==> src/rtl/mmio_timer_pkg.sv <==
// -----------------------------------------------------------------------------
// timer_pkg
// Shared constants and types for the memory-mapped timer:
//   - word offsets of the registers inside the 32-byte window
//   - bit positions of the CTRL fields
//   - packed CTRL struct and a helper that extracts it from a bus word
// -----------------------------------------------------------------------------
package timer_pkg;

  localparam logic [2:0] OFF_CTRL     = 3'd0;
  localparam logic [2:0] OFF_COUNT    = 3'd1;
  localparam logic [2:0] OFF_COMPARE  = 3'd2;
  localparam logic [2:0] OFF_STATUS   = 3'd3;
  localparam logic [2:0] OFF_PRESCALE = 3'd4;

  localparam int CTRL_EN    = 0;
  localparam int CTRL_AUTO  = 1;
  localparam int CTRL_IRQEN = 2;

  // Field order matches the CTRL bit indices (irqen is bit 2, en is bit 0).
  typedef struct packed {
    logic irqen;
    logic autoreload;
    logic en;
  } ctrl_t;

  function automatic ctrl_t ctrl_from_word(input logic [31:0] w);
    ctrl_t c;
    c.en         = w[CTRL_EN];
    c.autoreload = w[CTRL_AUTO];
    c.irqen      = w[CTRL_IRQEN];
    return c;
  endfunction

endpackage

==> src/rtl/mmio_timer_if.sv <==
// -----------------------------------------------------------------------------
// mmio_timer_if
// CPU memory-bus signals as seen between the CPU (master) and a memory-mapped
// target (slave).
//   Address [31:0] : byte address from the CPU
//   Wr             : 1 = write this cycle, 0 = read
//   Datain  [31:0] : write data from the CPU
//   Dataout [31:0] : registered read data from the target
//   hit            : target claims the access; Dataout valid this cycle
// -----------------------------------------------------------------------------
interface mmio_timer_if;

  logic [31:0] Address;
  logic        Wr;
  logic [31:0] Datain;
  logic [31:0] Dataout;
  logic        hit;

  modport master (
    output Address,
    output Wr,
    output Datain,
    input  Dataout,
    input  hit
  );

  modport slave (
    input  Address,
    input  Wr,
    input  Datain,
    output Dataout,
    output hit
  );

endinterface

==> src/rtl/mmio_timer_tick_gen.sv <==
// -----------------------------------------------------------------------------
// tick_gen
// Prescaler for the timer. While enabled, the internal counter advances every
// cycle and wraps to 0 when it equals the divisor, producing a one-cycle tick.
// A divisor of 0 therefore ticks every enabled cycle.
//   clock   : system clock
//   reset   : asynchronous, active-high
//   enable  : advance the prescaler (timer EN)
//   divisor : wrap value of the prescaler counter
//   clear   : force the prescaler counter back to 0 (divisor rewritten)
//   tick    : combinational, high in the cycle the counter equals the divisor
// -----------------------------------------------------------------------------
module tick_gen #(
  parameter int PRESCALE_W = 16
) (
  input  logic                  clock,
  input  logic                  reset,
  input  logic                  enable,
  input  logic [PRESCALE_W-1:0] divisor,
  input  logic                  clear,
  output logic                  tick
);

  logic [PRESCALE_W-1:0] r_pcnt;

  assign tick = enable && (r_pcnt == divisor);

  always_ff @(posedge clock or posedge reset) begin
    if (reset) begin
      r_pcnt <= '0;
    end else if (clear) begin
      r_pcnt <= '0;
    end else if (enable) begin
      r_pcnt <= tick ? '0 : r_pcnt + 1'b1;
    end
  end

endmodule

==> src/rtl/mmio_timer.sv <==
// -----------------------------------------------------------------------------
// mmio_timer
// Memory-mapped timer on the CPU memory bus. Decodes a 32-byte window at BASE,
// holds CTRL / COUNT / COMPARE / STATUS / PRESCALE, counts prescaled ticks,
// flags a compare match and drives a level interrupt.
//   clock : system clock, all state on rising edge
//   reset : asynchronous, active-high
//   bus   : slave side of the memory bus (Address, Wr, Datain in;
//           Dataout, hit out, both registered with one cycle of latency)
//   irq   : level interrupt, MATCH & IRQEN
// Register map (word offsets): 0 CTRL, 1 COUNT, 2 COMPARE, 3 STATUS (W1C
// MATCH), 4 PRESCALE, 5-7 read as 0.
// -----------------------------------------------------------------------------
module mmio_timer
  import timer_pkg::*;
#(
  parameter logic [31:0] BASE       = 32'hFFFF_FF00,
  parameter int          PRESCALE_W = 16
) (
  input  logic         clock,
  input  logic         reset,
  mmio_timer_if.slave  bus,
  output logic         irq
);

  ctrl_t                 r_ctrl;
  logic [31:0]           r_count;
  logic [31:0]           r_compare;
  logic                  r_match;
  logic [PRESCALE_W-1:0] r_prescale;
  logic [31:0]           r_dout;
  logic                  r_hit;
  logic                  r_irq;

  logic                  w_in_win;
  logic [2:0]            w_off;
  logic                  w_wr;
  logic                  w_rd;
  logic                  w_wr_ctrl;
  logic                  w_wr_count;
  logic                  w_wr_compare;
  logic                  w_wr_status;
  logic                  w_wr_prescale;
  logic                  w_tick;
  logic                  w_match_evt;
  ctrl_t                 w_ctrl_nx;
  logic [31:0]           w_count_nx;
  logic                  w_match_nx;
  logic                  w_irq_nx;
  logic [31:0]           w_rdata;

  // Address decode; the two byte-lane bits are ignored (word access only).
  assign w_in_win      = (bus.Address[31:5] == BASE[31:5]);
  assign w_off         = bus.Address[4:2];
  assign w_wr          = w_in_win && bus.Wr;
  assign w_rd          = w_in_win && !bus.Wr;
  assign w_wr_ctrl     = w_wr && (w_off == OFF_CTRL);
  assign w_wr_count    = w_wr && (w_off == OFF_COUNT);
  assign w_wr_compare  = w_wr && (w_off == OFF_COMPARE);
  assign w_wr_status   = w_wr && (w_off == OFF_STATUS);
  assign w_wr_prescale = w_wr && (w_off == OFF_PRESCALE);

  tick_gen #(
    .PRESCALE_W (PRESCALE_W)
  ) u_tick_gen (
    .clock   (clock),
    .reset   (reset),
    .enable  (r_ctrl.en),
    .divisor (r_prescale),
    .clear   (w_wr_prescale),
    .tick    (w_tick)
  );

  // A match is judged on the pre-write COUNT, so it still fires even when
  // software overwrites COUNT or CTRL in the same cycle.
  assign w_match_evt = w_tick && (r_count == r_compare);

  always_comb begin
    w_ctrl_nx  = r_ctrl;
    w_count_nx = r_count;
    w_match_nx = r_match;

    // Tick-driven COUNT update is dropped when software writes COUNT or CTRL.
    if (w_tick && !w_wr_count && !w_wr_ctrl) begin
      if (w_match_evt) begin
        if (r_ctrl.autoreload) begin
          w_count_nx = '0;
        end
      end else begin
        w_count_nx = r_count + 32'd1;
      end
    end

    // One-shot: a match without autoreload stops the timer, COUNT rests at
    // COMPARE.
    if (w_match_evt && !r_ctrl.autoreload) begin
      w_ctrl_nx.en = 1'b0;
    end

    if (w_wr_ctrl) begin
      w_ctrl_nx = ctrl_from_word(bus.Datain);
    end
    if (w_wr_count) begin
      w_count_nx = bus.Datain;
    end

    // Set beats write-1-to-clear when both land in the same cycle.
    if (w_wr_status && bus.Datain[0]) begin
      w_match_nx = 1'b0;
    end
    if (w_match_evt) begin
      w_match_nx = 1'b1;
    end

    w_irq_nx = w_match_nx && w_ctrl_nx.irqen;
  end

  // Read mux always sees the pre-update register values.
  always_comb begin
    w_rdata = '0;
    case (w_off)
      OFF_CTRL:     w_rdata = {29'd0, r_ctrl};
      OFF_COUNT:    w_rdata = r_count;
      OFF_COMPARE:  w_rdata = r_compare;
      OFF_STATUS:   w_rdata = {31'd0, r_match};
      OFF_PRESCALE: w_rdata = 32'(r_prescale);
      default:      w_rdata = '0;
    endcase
  end

  always_ff @(posedge clock or posedge reset) begin
    if (reset) begin
      r_ctrl     <= '0;
      r_count    <= '0;
      r_compare  <= '0;
      r_match    <= 1'b0;
      r_prescale <= '0;
      r_dout     <= '0;
      r_hit      <= 1'b0;
      r_irq      <= 1'b0;
    end else begin
      r_ctrl    <= w_ctrl_nx;
      r_count   <= w_count_nx;
      r_match   <= w_match_nx;
      r_irq     <= w_irq_nx;
      if (w_wr_compare) begin
        r_compare <= bus.Datain;
      end
      if (w_wr_prescale) begin
        r_prescale <= bus.Datain[PRESCALE_W-1:0];
      end
      r_dout <= w_rd ? w_rdata : 32'd0;
      r_hit  <= w_rd;
    end
  end

  assign bus.Dataout = r_dout;
  assign bus.hit     = r_hit;
  assign irq         = r_irq;

endmodule

==> src/flat_wrapper.sv <==
// flat-port wrapper written by rule: the top's interface ports become plain ports
module mmio_timer_flat import timer_pkg::*;
#(
  parameter logic [31:0] BASE       = 32'hFFFF_FF00,
  parameter int          PRESCALE_W = 16
)
  (clock, reset, irq, bus_Address, bus_Wr, bus_Datain, bus_Dataout, bus_hit);
  mmio_timer_if bus_i ();
  input  logic clock;
  input  logic reset;
  output logic irq;
  input wire logic [$bits(bus_i.Address)-1:0] bus_Address;
  input wire logic [$bits(bus_i.Wr)-1:0] bus_Wr;
  input wire logic [$bits(bus_i.Datain)-1:0] bus_Datain;
  output wire logic [$bits(bus_i.Dataout)-1:0] bus_Dataout;
  output wire logic [$bits(bus_i.hit)-1:0] bus_hit;
  assign bus_i.Address = bus_Address;
  assign bus_i.Wr = bus_Wr;
  assign bus_i.Datain = bus_Datain;
  assign bus_Dataout = bus_i.Dataout;
  assign bus_hit = bus_i.hit;
  mmio_timer #(.BASE(BASE), .PRESCALE_W(PRESCALE_W)) u_core (.clock(clock), .reset(reset), .bus(bus_i), .irq(irq));
endmodule
==> config.mk <==
export PLATFORM = sky130hd
export DESIGN_NAME = mmio_timer_flat
export DESIGN_NICKNAME = d
export VERILOG_FILES = /design/src/rtl/mmio_timer_pkg.sv /design/src/rtl/mmio_timer_if.sv /design/src/rtl/mmio_timer_tick_gen.sv /design/src/rtl/mmio_timer.sv /design/src/flat_wrapper.sv
export SDC_FILE = /design/constraint.sdc
export NUM_CORES = 1
export LEC_CHECK = 0
export BUFFER_PORTS_ARGS = -buffer_cell sky130_fd_sc_hd__buf_2
export CORE_MARGIN = 2
export CORE_UTILIZATION = 62
export DETAILED_ROUTE_END_ITERATION = 16
export GPL_TIMING_DRIVEN = 1
export PLACE_DENSITY = 0.85
export REMOVE_ABC_BUFFERS = 1
export SYNTH_ARGS = -nofsm -noshare
export SYNTH_HDL_FRONTEND = slang
export SYNTH_HIERARCHICAL = 1
export SYNTH_SLANG_ARGS = --single-unit
==> constraint.sdc <==
create_clock -name clock -period 6.8 [get_ports clock]
set_clock_uncertainty 0.05 [all_clocks]
set_input_delay 0.68 -clock clock [delete_from_list [all_inputs] [get_ports clock]]
set_output_delay 0.68 -clock clock [all_outputs]
set_load 0.1 [all_outputs]
### Word level (Yosys, flattened, before mapping)

Cells that the tools add are included.
Widths: inputs -> output; s select.

* reductions and logical operators: 23
* add/subtract/negate cells: 2
* bitwise gates (word level): 0
* shift operators: 0
* $mul: 0
* $lt $le $gt $ge: 0
* eq/ne operators: 8
* divide/modulo/power cells: 0
* multiplexer cells: 13

Operators by type and width (count)
* $mux 32: 5
* $pmux 32 s5: 1
* $mux 16: 3
* $add 32x1->32 const B: 1
* $eq 32x32->1: 1
* $eq 27x27->1 const B: 1
* $add 16x1->16 const B: 1
* $eq 16x16->1: 1
* $logic_and 1x1->1: 14
* $eq 3x2->1 const B: 2
* $reduce_bool 2->1: 3
* $logic_not 1->1: 4
* $eq 3x1->1 const B: 1
* $eq 3x3->1 const B: 1
* $logic_not 3->1: 1
* $mux 1: 3
* $mux 3: 1
* $ne 3x1->1 const B: 1
* $reduce_and 2->1: 1

* bits in registers: 134
* memories kept: 0
* bits in latches: 0
* ROM bits: 0
* memory bits (writable): 0
* output and inout port bits: 34

### Depth between registers and ports, before layout

Gate-level depths: netlist (run 1).

* depth in word-level cells: 8
* depth in mapped cells: 12
* mapped depth without buffers: 9

### Modules after synthesis

The synthesis (run 1) kept the hierarchy.

By module, submodules not included
* mmio_timer: instances 1, area an instance 6089.6 µm², cells each 595, sequential area each 2952.8 µm²
* tick_gen: instances 1, area an instance 1081.0 µm², cells each 112, sequential area each 400.4 µm²

### Least setup slack after synthesis (run 1)

OpenSTA, ideal clock, no wires.

* path kind: input to register
* from: input port bus_Address[5]
* to: register u_core.u_tick_gen.r_pcnt[13]
* library setup time: 0.087 ns
* arrival time: 2.802 ns
* setup slack: 3.861 ns
* stages: 8
* data required time: 6.663 ns
* cell sequence: nand4b_1 nor4_2 nand3_2 nor3_1 o2111ai_2 or4_4 xor2_1 a211oi_2

* word-level cells in the longest chain between the ends: 4

RTL lines
* start, declared: line flat_wrapper.sv:12 `input wire logic [$bits(bus_i.Address)-1:0] bus_Address;`
* $eq 27x27->1 (*): line mmio_timer.sv:53 `assign w_in_win = (bus.Address[31:5] == BASE[31:5]);`
* $logic_and 1x1->1 (*): line mmio_timer.sv:55 `assign w_wr = w_in_win && bus.Wr;`
* $logic_and 1x1->1 (*): line mmio_timer.sv:61 `assign w_wr_prescale = w_wr && (w_off == OFF_PRESCALE);`
* net u_core.w_wr_prescale: line mmio_timer.sv:43 `logic w_wr_prescale;`
* $mux 16 or $reduce_bool 2->1 (tied branches)
* end signal, assigned: line mmio_timer_tick_gen.sv:34 `r_pcnt <= tick ? '0 : r_pcnt + 1'b1;`
* end, declared: line mmio_timer_tick_gen.sv:24 `logic [PRESCALE_W-1:0] r_pcnt;`

The timed path passes the listed nets; every way through them passes the cells marked *.
A chain may end at the register's enable or synchronous reset.

### Worst setup path in the final report (run 1)

* from: register u_core.u_tick_gen.r_pcnt[2]
* to: register u_core.r_count[11]

* word-level cells in the longest chain between the ends: 6

RTL lines
* $eq 16x16->1 (*): line mmio_timer_tick_gen.sv:26 `assign tick = enable && (r_pcnt == divisor);`
* $logic_and 1x1->1 (*): line mmio_timer_tick_gen.sv:26
* net u_core.w_tick: line mmio_timer.sv:44 `logic w_tick;`
* $logic_and 1x1->1 (on tied branches): line mmio_timer.sv:76, mmio_timer.sv:84
* $mux 32 or $logic_and 1x1->1 (tied branches): line mmio_timer.sv:85, mmio_timer.sv:84
* $mux 32 or $reduce_bool 2->1 (tied branches)
* $mux 32 or $reduce_and 2->1 (tied branches)
* end signal, assigned: line mmio_timer.sv:143 `r_count <= w_count_nx;`
* end, declared: line mmio_timer.sv:27 `logic [31:0] r_count;`

The timed path passes the listed nets; every way through them passes the cells marked *. The select of a mux whose other input is x is not followed.

==> summary.md, run 1 <==
The highest fanout seen on the critical path is 32. Start-to-end type of the worst setup path: reg -> reg. The core occupancy in the finished layout is 72.1%, and the relative contribution of combinational cells to total power is 3.4%.

The top-area cell type share of the netlist area was 46.8%; the instance count of the mapped netlist was 707. The first global-routing pass estimated 30900 µm of wire. The H-tree was split into 4 levels. Grouping stages by cell kind, the critical path spends the most delay in simple AND/OR/NAND/NOR gates. The I/O pin total was 101. In this run, synthesis produced a sequential element count of 134.

The logs give 0 for the number of pins exceeding their max-slew limit in the final report and 6 for the yosys synthesis warning count. The placeable core region is 11400 µm², and the count of standard-cell rows is 39. The residual DRC count was 0. The kind of launch point of the worst setup path was a flop.

The floorplan step set the die height to 112 µm. The internal power of the cells totals 1.34 mW. Sequential cells burn 47.2% of the power. In the synthesized netlist the dominant register cell turns out to be sky130_fd_sc_hd__dfrtp_1. For the worst setup path, the data arrival time is 4.51 ns. The cell at the root of the clock tree is sky130_fd_sc_hd__clkbuf_16. Using the TritonRoute via totals, the vias-per-cell ratio works out to 6.42.

The first detailed-routing pass took 6 iterations. At the end of routability-driven placement, the weighted congestion stood at 0.901. The number of buffers and inverters on the critical path is 0.

The top cell types in the final layout, fill and taps aside, are 134 x sky130_fd_sc_hd__dfrtp_1, 98 x sky130_fd_sc_hd__buf_2, 76 x sky130_fd_sc_hd__nor2_1. The largest single stage delay on the critical path is 0.97 ns. The path class of the tightest hold or removal check is in -> async. The worst register-to-register path ends at u_core/r_count[11]. The number of cells on the worst reg-to-reg path is 9. Number of enable-type register cells in the synthesized netlist: 0. The proportion of register bits with asynchronous set or reset after synthesis was 100%; the routed wire length was 18700 µm.

Across the run, the number of max-cap violations was 0. The total overflow left after global routing is 0. The data required time of the worst path is 7.05 ns, and the initial antenna violation count is 0. The tools report the number of buffers created by CTS as 17. The clock transition at the registers of the reported paths was 0.05 ns. Walking the worst path, the cells encountered are xnor2_1 -> nand4_1 -> nor4_4 -> and2_1 -> o2111ai_2 -> nor3_4 -> a21o_1 -> o211ai_1 -> o311ai_1.

After the first detailed-routing iteration, the DRC count stood at 794. The share of the cycle needed by the critical path after routing was 62.8%. By area the synthesized netlist is led by sky130_fd_sc_hd__dfrtp_1 47%, sky130_fd_sc_hd__mux2_1 6.0%, sky130_fd_sc_hd__nor2_1 4.0%. A synthesized cell averages 10.1 µm².

Clock tree synthesis found a total of 134 sinks. The slowest stage of the critical path belongs to the cell sky130_fd_sc_hd__a21o_1. TritonCTS built the clock tree. The quantity of hold-fixing buffers added after cts is 0, and the highest clock frequency the design can meet is 234 MHz.

From left edge to right edge, the die measures 112 µm. The run gives 63.1% as the initial core utilization. Leading cell type in the layout, fill and taps excluded: sky130_fd_sc_hd__dfrtp_1.

The maximum count of clock buffers along a single path was 2. The latest clock arrival within the worst-skew pair is 0.42 ns, and the overall global routing resource usage is 31.2%. The count of buffers inserted at the top-level ports works out to 98.

The number of setup violations in the final report came out at 0. The tools report the antenna diode count as 0. The clock period minus worst slack is 4.27 ns.

IR analysis of the VDD net gives a maximum drop of 0.000196 V. STA classifies the critical path endpoint as a flop. For the register-to-register path setup slack, the log shows 2.53 ns.

The launch point of the worst reg-to-reg path was u_core/u_tick_gen/r_pcnt[2]. The tools report the area of the die as 12400 µm². The via count of the first global-routing pass was 6079. The actual slew at the worst max-slew pin was 1.26 ns; the power per unit of standard cell area was 206 nW/µm². The run gives 0.318 ns as the smallest hold slack. Detailed placement ended at an HPWL of 12200 µm. The layout overhead on the synthesized area was 14.3%.

The run finished with clean final reports. The post-CTS setup buffer count was 0. The run gives 846 as the post-layout net count. Of the total power, the share spent switching nets is 20.9%. Summed over all instances, the cell type with the most area after synthesis is sky130_fd_sc_hd__dfrtp_1.

The synthesized netlist occupies a cell area of 7170 µm². Post-CTS repair changed the size of 0 cells. The average detailed-routed wire length per instance was 20.1 µm; the sequential cell area fraction in the yosys report was 46.8%. After layout, the worst setup slack is 2.53 ns. Leakage power summed over all cells: 3.83 nW.

The antenna violation net count after detailed routing was 0. At the placement stage, the worst setup path has a slack of 2.83 ns. The logs give 64 for the maximum number of pins on one net before global-route repair and 15.9% for the worst max-slew margin expressed relative to the limit. In the final layout, the share of cells above drive strength 1 is 21.2%. The final route contains 5969 vias. Summed over all nets, the switching power comes to 353 µW. Setup repair after global routing left no endpoint under its margin. Summed over all failing endpoints, the final setup total negative slack is 0 ns. For the total count of hold-check failures in the final report, the log shows 0. Per report_power, the clock group accounts for 49.3% of the total. For the count of cell types in the netlist, the log shows 62. The layout has 793 filler cells.
==> sequential cells by signal, summed over array words and instances (netlist names) <==
register,count
u_core/r_prescale,16
u_core/r_count,32
u_core/r_ctrl,3
u_core/r_match,1
u_core/u_tick_gen/r_pcnt,16
u_core/irq,1
u_core/bus.hit,1
u_core/r_compare,32
u_core/bus.Dataout,32
==> power groups by stage <==
stage | Sequential, mW | Combinational, mW | Clock, mW
floorplan | 0.812 | 0.0198 | 0
global placement | 0.812 | 0.0566 | 0
detailed placement | 0.812 | 0.0580 | 0
CTS | 0.798 | 0.0583 | 0.843
global route | 0.798 | 0.0647 | 0.876
finish | 0.798 | 0.0582 | 0.834
==> cell usage after synthesis (all sizes together) (2+ instances only) <==
master   instances
a211oi          12
a21o             3
a21oi           33
a22oi           29
a31oi            5
and2             4
and3             8
and4             2
buf             29
clkbuf          27
dfrtp          134
ha               2
inv             19
mux2            51
mux2i            5
nand2           49
nand2b           5
nand3           24
nand4           17
nand4b           3
nor2            76
nor2b            8
nor3            12
nor3b            2
nor4            12
o2111ai          2
o211ai          33
o21ai            2
o311ai          22
or3              3
or4              3
xnor2           29
xor2            28
==> per-stage QoR <==
stage,power (mW),cells,instance area [µm²]
final,1.69,930,8200
after global routing,1.74,930,8200
after CTS,1.70,930,8200
after detailed placement,0.870,901,7670
after global placement,0.869,901,7670
after floorplan,0.832,651,6910
==> layer usage <==
layer / up-vias / part of all wire, % / GRT usage (%)
li1: 2698 / - / -
met1: 2954 / 40 / 40.0
met2: 280 / 51 / 52.2
met3: 37 / 6.8 / 7.02
met4: 0 / 2.3 / 11.9
met5: - / 0 / 0
==> area by class of cell <==
cell class                      count  area (µm²)  share of cell area [%]
Clock buffer                       24         482                    5.88
Sequential cell                   134        3350                    40.9
Inverter                           19        73.8                   0.900
Tap cell                          143         179                    2.18
Multi-Input combinational cell    498        3500                    42.7
Clock inverter                      5        50.0                   0.610
Timing Repair Buffer              107         558                    6.81
==> how the worst max path moves through the flow <==
stage                                            from                   to  slack (ns)  depth (start not counted)
after floorplan                        bus_Address[2]  u_core/r_compare[0]        2.25                          3
after global placement    u_core/u_tick_gen/r_pcnt[0]   u_core/r_count[13]        2.90                          9
after detailed placement  u_core/u_tick_gen/r_pcnt[0]   u_core/r_count[27]        2.83                          9
after CTS                 u_core/u_tick_gen/r_pcnt[0]   u_core/r_count[11]        2.68                          9
after global routing      u_core/u_tick_gen/r_pcnt[0]   u_core/r_count[11]        2.33                          9
final                     u_core/u_tick_gen/r_pcnt[2]   u_core/r_count[11]        2.53                          9
==> kinds of logic after synthesis <==
kind of cell    synth area share [%]
fa+ha+maj                      0.349
buf+inv                         4.59
simple gates                    16.9
xor+xnor                        6.96
compound gates                  15.2
mux                             9.23
flops                           46.8
(Power assumes the default switching activity.)
==> run 2: changes to the inputs <==
Settings changed: CORE_UTILIZATION 62 to 58, PLACE_DENSITY 0.85 to 0.81.
Clock period 6.8 ns to 4.3 ns, I/O delays scaled along.
==> run 2 against run 1 <==
Critical path depth down 2; wire length increased by 0.81%; clock power up 74%; register-to-register slack got worse by 1.5 ns; largest power group unchanged; count of clock-buffer cells in the layout unchanged.
==> summary.md, run 2 (same netlist as run 1, synthesis figures left out) <==
The flow ran to the end, and the final reports show no timing, DRC or antenna violations. IR analysis of the VDD net gives a maximum drop of 0.000244 V. After detailed routing, the average wire length per cell comes to 19.6 µm.

The clock transition at the registers of the reported paths is 0.06 ns. The global route total overflow was 0. Port buffering added 98 buffers. Headroom to the max-slew limit came out at 15.1%.

Cell internal power was estimated by the tool at 2.22 mW. The die is 115 µm wide. In this run the post-CTS setup repair buffer count came out at 0.

For the I/O pin total, the log shows 101. Dividing the detail-routed via count by the number of cells gives 6.26. The most critical setup path has its startpoint at bus_Address[4]. The filler cells instantiated in the layout total 899. The smallest clock period supported by the final layout is computed as 3.26 ns.

After the last flow step, the layout net total stands at 851. The data arrival at the endpoint of the critical path is 3.49 ns, and the detailed router's first-iteration violation count is 740. The run gives 30800 µm as the wire length of the first global-routing pass. The post-place instance area was 7740 µm².

The tools report the first-pass iteration count of the detailed router as 7. The actual slew at the worst max-slew pin came out at 1.27 ns. Summing all non-filler instances in the final layout gives an area of 8330 µm². The final route contains 6027 vias.

Post-CTS repair changed the size of 0 cells. The placement-stage worst setup slack came out at 0.757 ns. STA classifies the critical path endpoint as a flop. The floorplan step defined a die boundary enclosing 13300 µm². Row generation in the floorplan step produced 40 rows.

The residual DRC count is 0. Global routing consumed, over all layers together, 30.1% of the routing resources. The analysis attributes to cell leakage a power of 3.88 nW.

For the highest clock frequency the design can meet, the log shows 307 MHz. The layout overhead on the synthesized area came out at 16.2%. TritonCTS built the clock tree.

The logs give 17 for the number of buffers created by CTS and 45.0% for the sequential share of power. The worst path meets setup with 1.04 ns of slack. The tools report the timing endpoint of the critical path as u_core/r_count[24]. Leaving out fill and tap cells, the most frequent cell in the layout is sky130_fd_sc_hd__dfrtp_1. From bottom edge to top edge, the die measures 115 µm. Setup repair after global routing left no endpoint under its margin. The logs give 1.04 ns for the register-to-register path setup slack and 18900 µm for the routed wire length.

The logs give 591 µW for the reported net switching power and 0 ns for the accumulated negative setup slack. For this configuration, the core starts out at a cell density of 59.5%. The cell at the root of the clock tree is sky130_fd_sc_hd__clkbuf_16.

The count of nets left with antenna violations once routing finished came out at 0. In this run the power density over the cells is 337 nW/µm². After clock tree synthesis, the flow added hold-fix buffers numbering 0. In the layout the commonest cells are 134 x sky130_fd_sc_hd__dfrtp_1, 98 x sky130_fd_sc_hd__buf_2, 76 x sky130_fd_sc_hd__nor2_1.

The maximum count of clock buffers along a single path is 2, and the highest fanout seen on the critical path is 33. The final critical path takes up 75.8% of the cycle. In this run the worst hold path is classified as in -> async. The run gives 0 as the number of pins exceeding their max-slew limit in the final report. Including well taps, the total number of placed cells is 931. The initial antenna violation count was 0. The total count of hold-check failures in the final report is 0. The start-to-end type of the worst setup path was in -> reg.

The launch point of the worst reg-to-reg path is u_core/u_tick_gen/r_pcnt[4]. Summed over all nets, the half-perimeter wirelength after detailed placement is 12500 µm. The endpoint identified for the worst register-to-register timing path is u_core/r_count[24].

The run gives 0 as the number of setup violations in the final report. STA classifies the critical path startpoint as an input port. Combinational logic is responsible for 3.3% of the overall power. Net switching is 21.1% of the power.

The tightest hold path in the finished design has a slack of 0.0513 ns. For the non-filler instance count after layout, the log shows 963. Data required time of the worst path: 4.53 ns. Per report_power, the clock group accounts for 51.7% of the total. The run gives 61 as the maximum number of pins on one net before global-route repair.

For the placeable core region, the log shows 12100 µm². The worst register-to-register path has a depth of 11. Cells with a size suffix above 1 make up 22.3% of the layout. Clock tree synthesis found a total of 134 sinks. CTS built an H-tree with a depth of 4. Across the run, the number of max-cap violations was 0.

The logs give 0.42 ns for the latest clock arrival within the worst-skew pair and 0.904 for the routability congestion estimate. The antenna diode count was 0. The via count of the first global-routing pass came out at 6019.
run 2: layer usage:
| layer | vias up | track usage, % | share of wire, % |
|---|---|---|---|
| met2 | 304 | 50.8 | 50 |
| li1 | 2721 | - | - |
| met4 | 0 | 12.9 | 2.9 |
| met3 | 54 | 6.27 | 6.6 |
| met1 | 2948 | 37.7 | 41 |
| met5 | - | 0 | 0 |
run 2: per-stage QoR:
stage	power [mW]	util, %
final	2.81	69.1
after global routing	2.89	69.1
after CTS	2.82	69.1
after detailed placement	1.38	64.1
after global placement	1.37	64.1
after floorplan	1.32	-
run 2: how the worst min path moves through the flow:
stage | endpoint | slack [ns] | depth (start not counted) | from
after global routing | u_core/u_tick_gen/r_pcnt[11] | 0.10 | 2 | reset
after detailed placement | u_core/r_ctrl[2] | 0.46 | 1 | u_core/r_ctrl[2]
final | u_core/u_tick_gen/r_pcnt[0] | 0.05 | 2 | reset
after CTS | u_core/u_tick_gen/r_pcnt[2] | 0.06 | 2 | reset
after floorplan | u_core/u_tick_gen/r_pcnt[0] | 0.29 | 1 | reset
after global placement | u_core/r_compare[3] | 0.45 | 1 | u_core/r_compare[3]
run 2: worst max-delay path, stage by stage:
cell                       delay, ns
sky130_fd_sc_hd__buf_2          0.18
sky130_fd_sc_hd__inv_1          0.12
sky130_fd_sc_hd__nand2_1        0.10
sky130_fd_sc_hd__nor2_1         0.96
sky130_fd_sc_hd__nand2_1        1.11
sky130_fd_sc_hd__o211ai_1       0.42
sky130_fd_sc_hd__o311ai_1       0.16
run 2: power by group through the flow:
stage / Sequential, mW / Clock (mW) / Combinational [mW]
2_1_floorplan: 1.28 / 0 / 0.0313
3_3_place_gp: 1.28 / 0 / 0.0899
3_5_place_dp: 1.28 / 0 / 0.0930
4_1_cts: 1.26 / 1.46 / 0.0933
5_1_grt: 1.26 / 1.53 / 0.103
6_report: 1.26 / 1.45 / 0.0926
run 2: cell type report:
class	instances	area (µm²)	area share (%)
Clock buffer	24	502	6.02
Clock inverter	8	95.1	1.14
Inverter	19	73.8	0.886
Multi-Input combinational cell	498	3500	42.0
Sequential cell	134	3350	40.2
Tap cell	168	210	2.52
Timing Repair Buffer	112	596	7.15
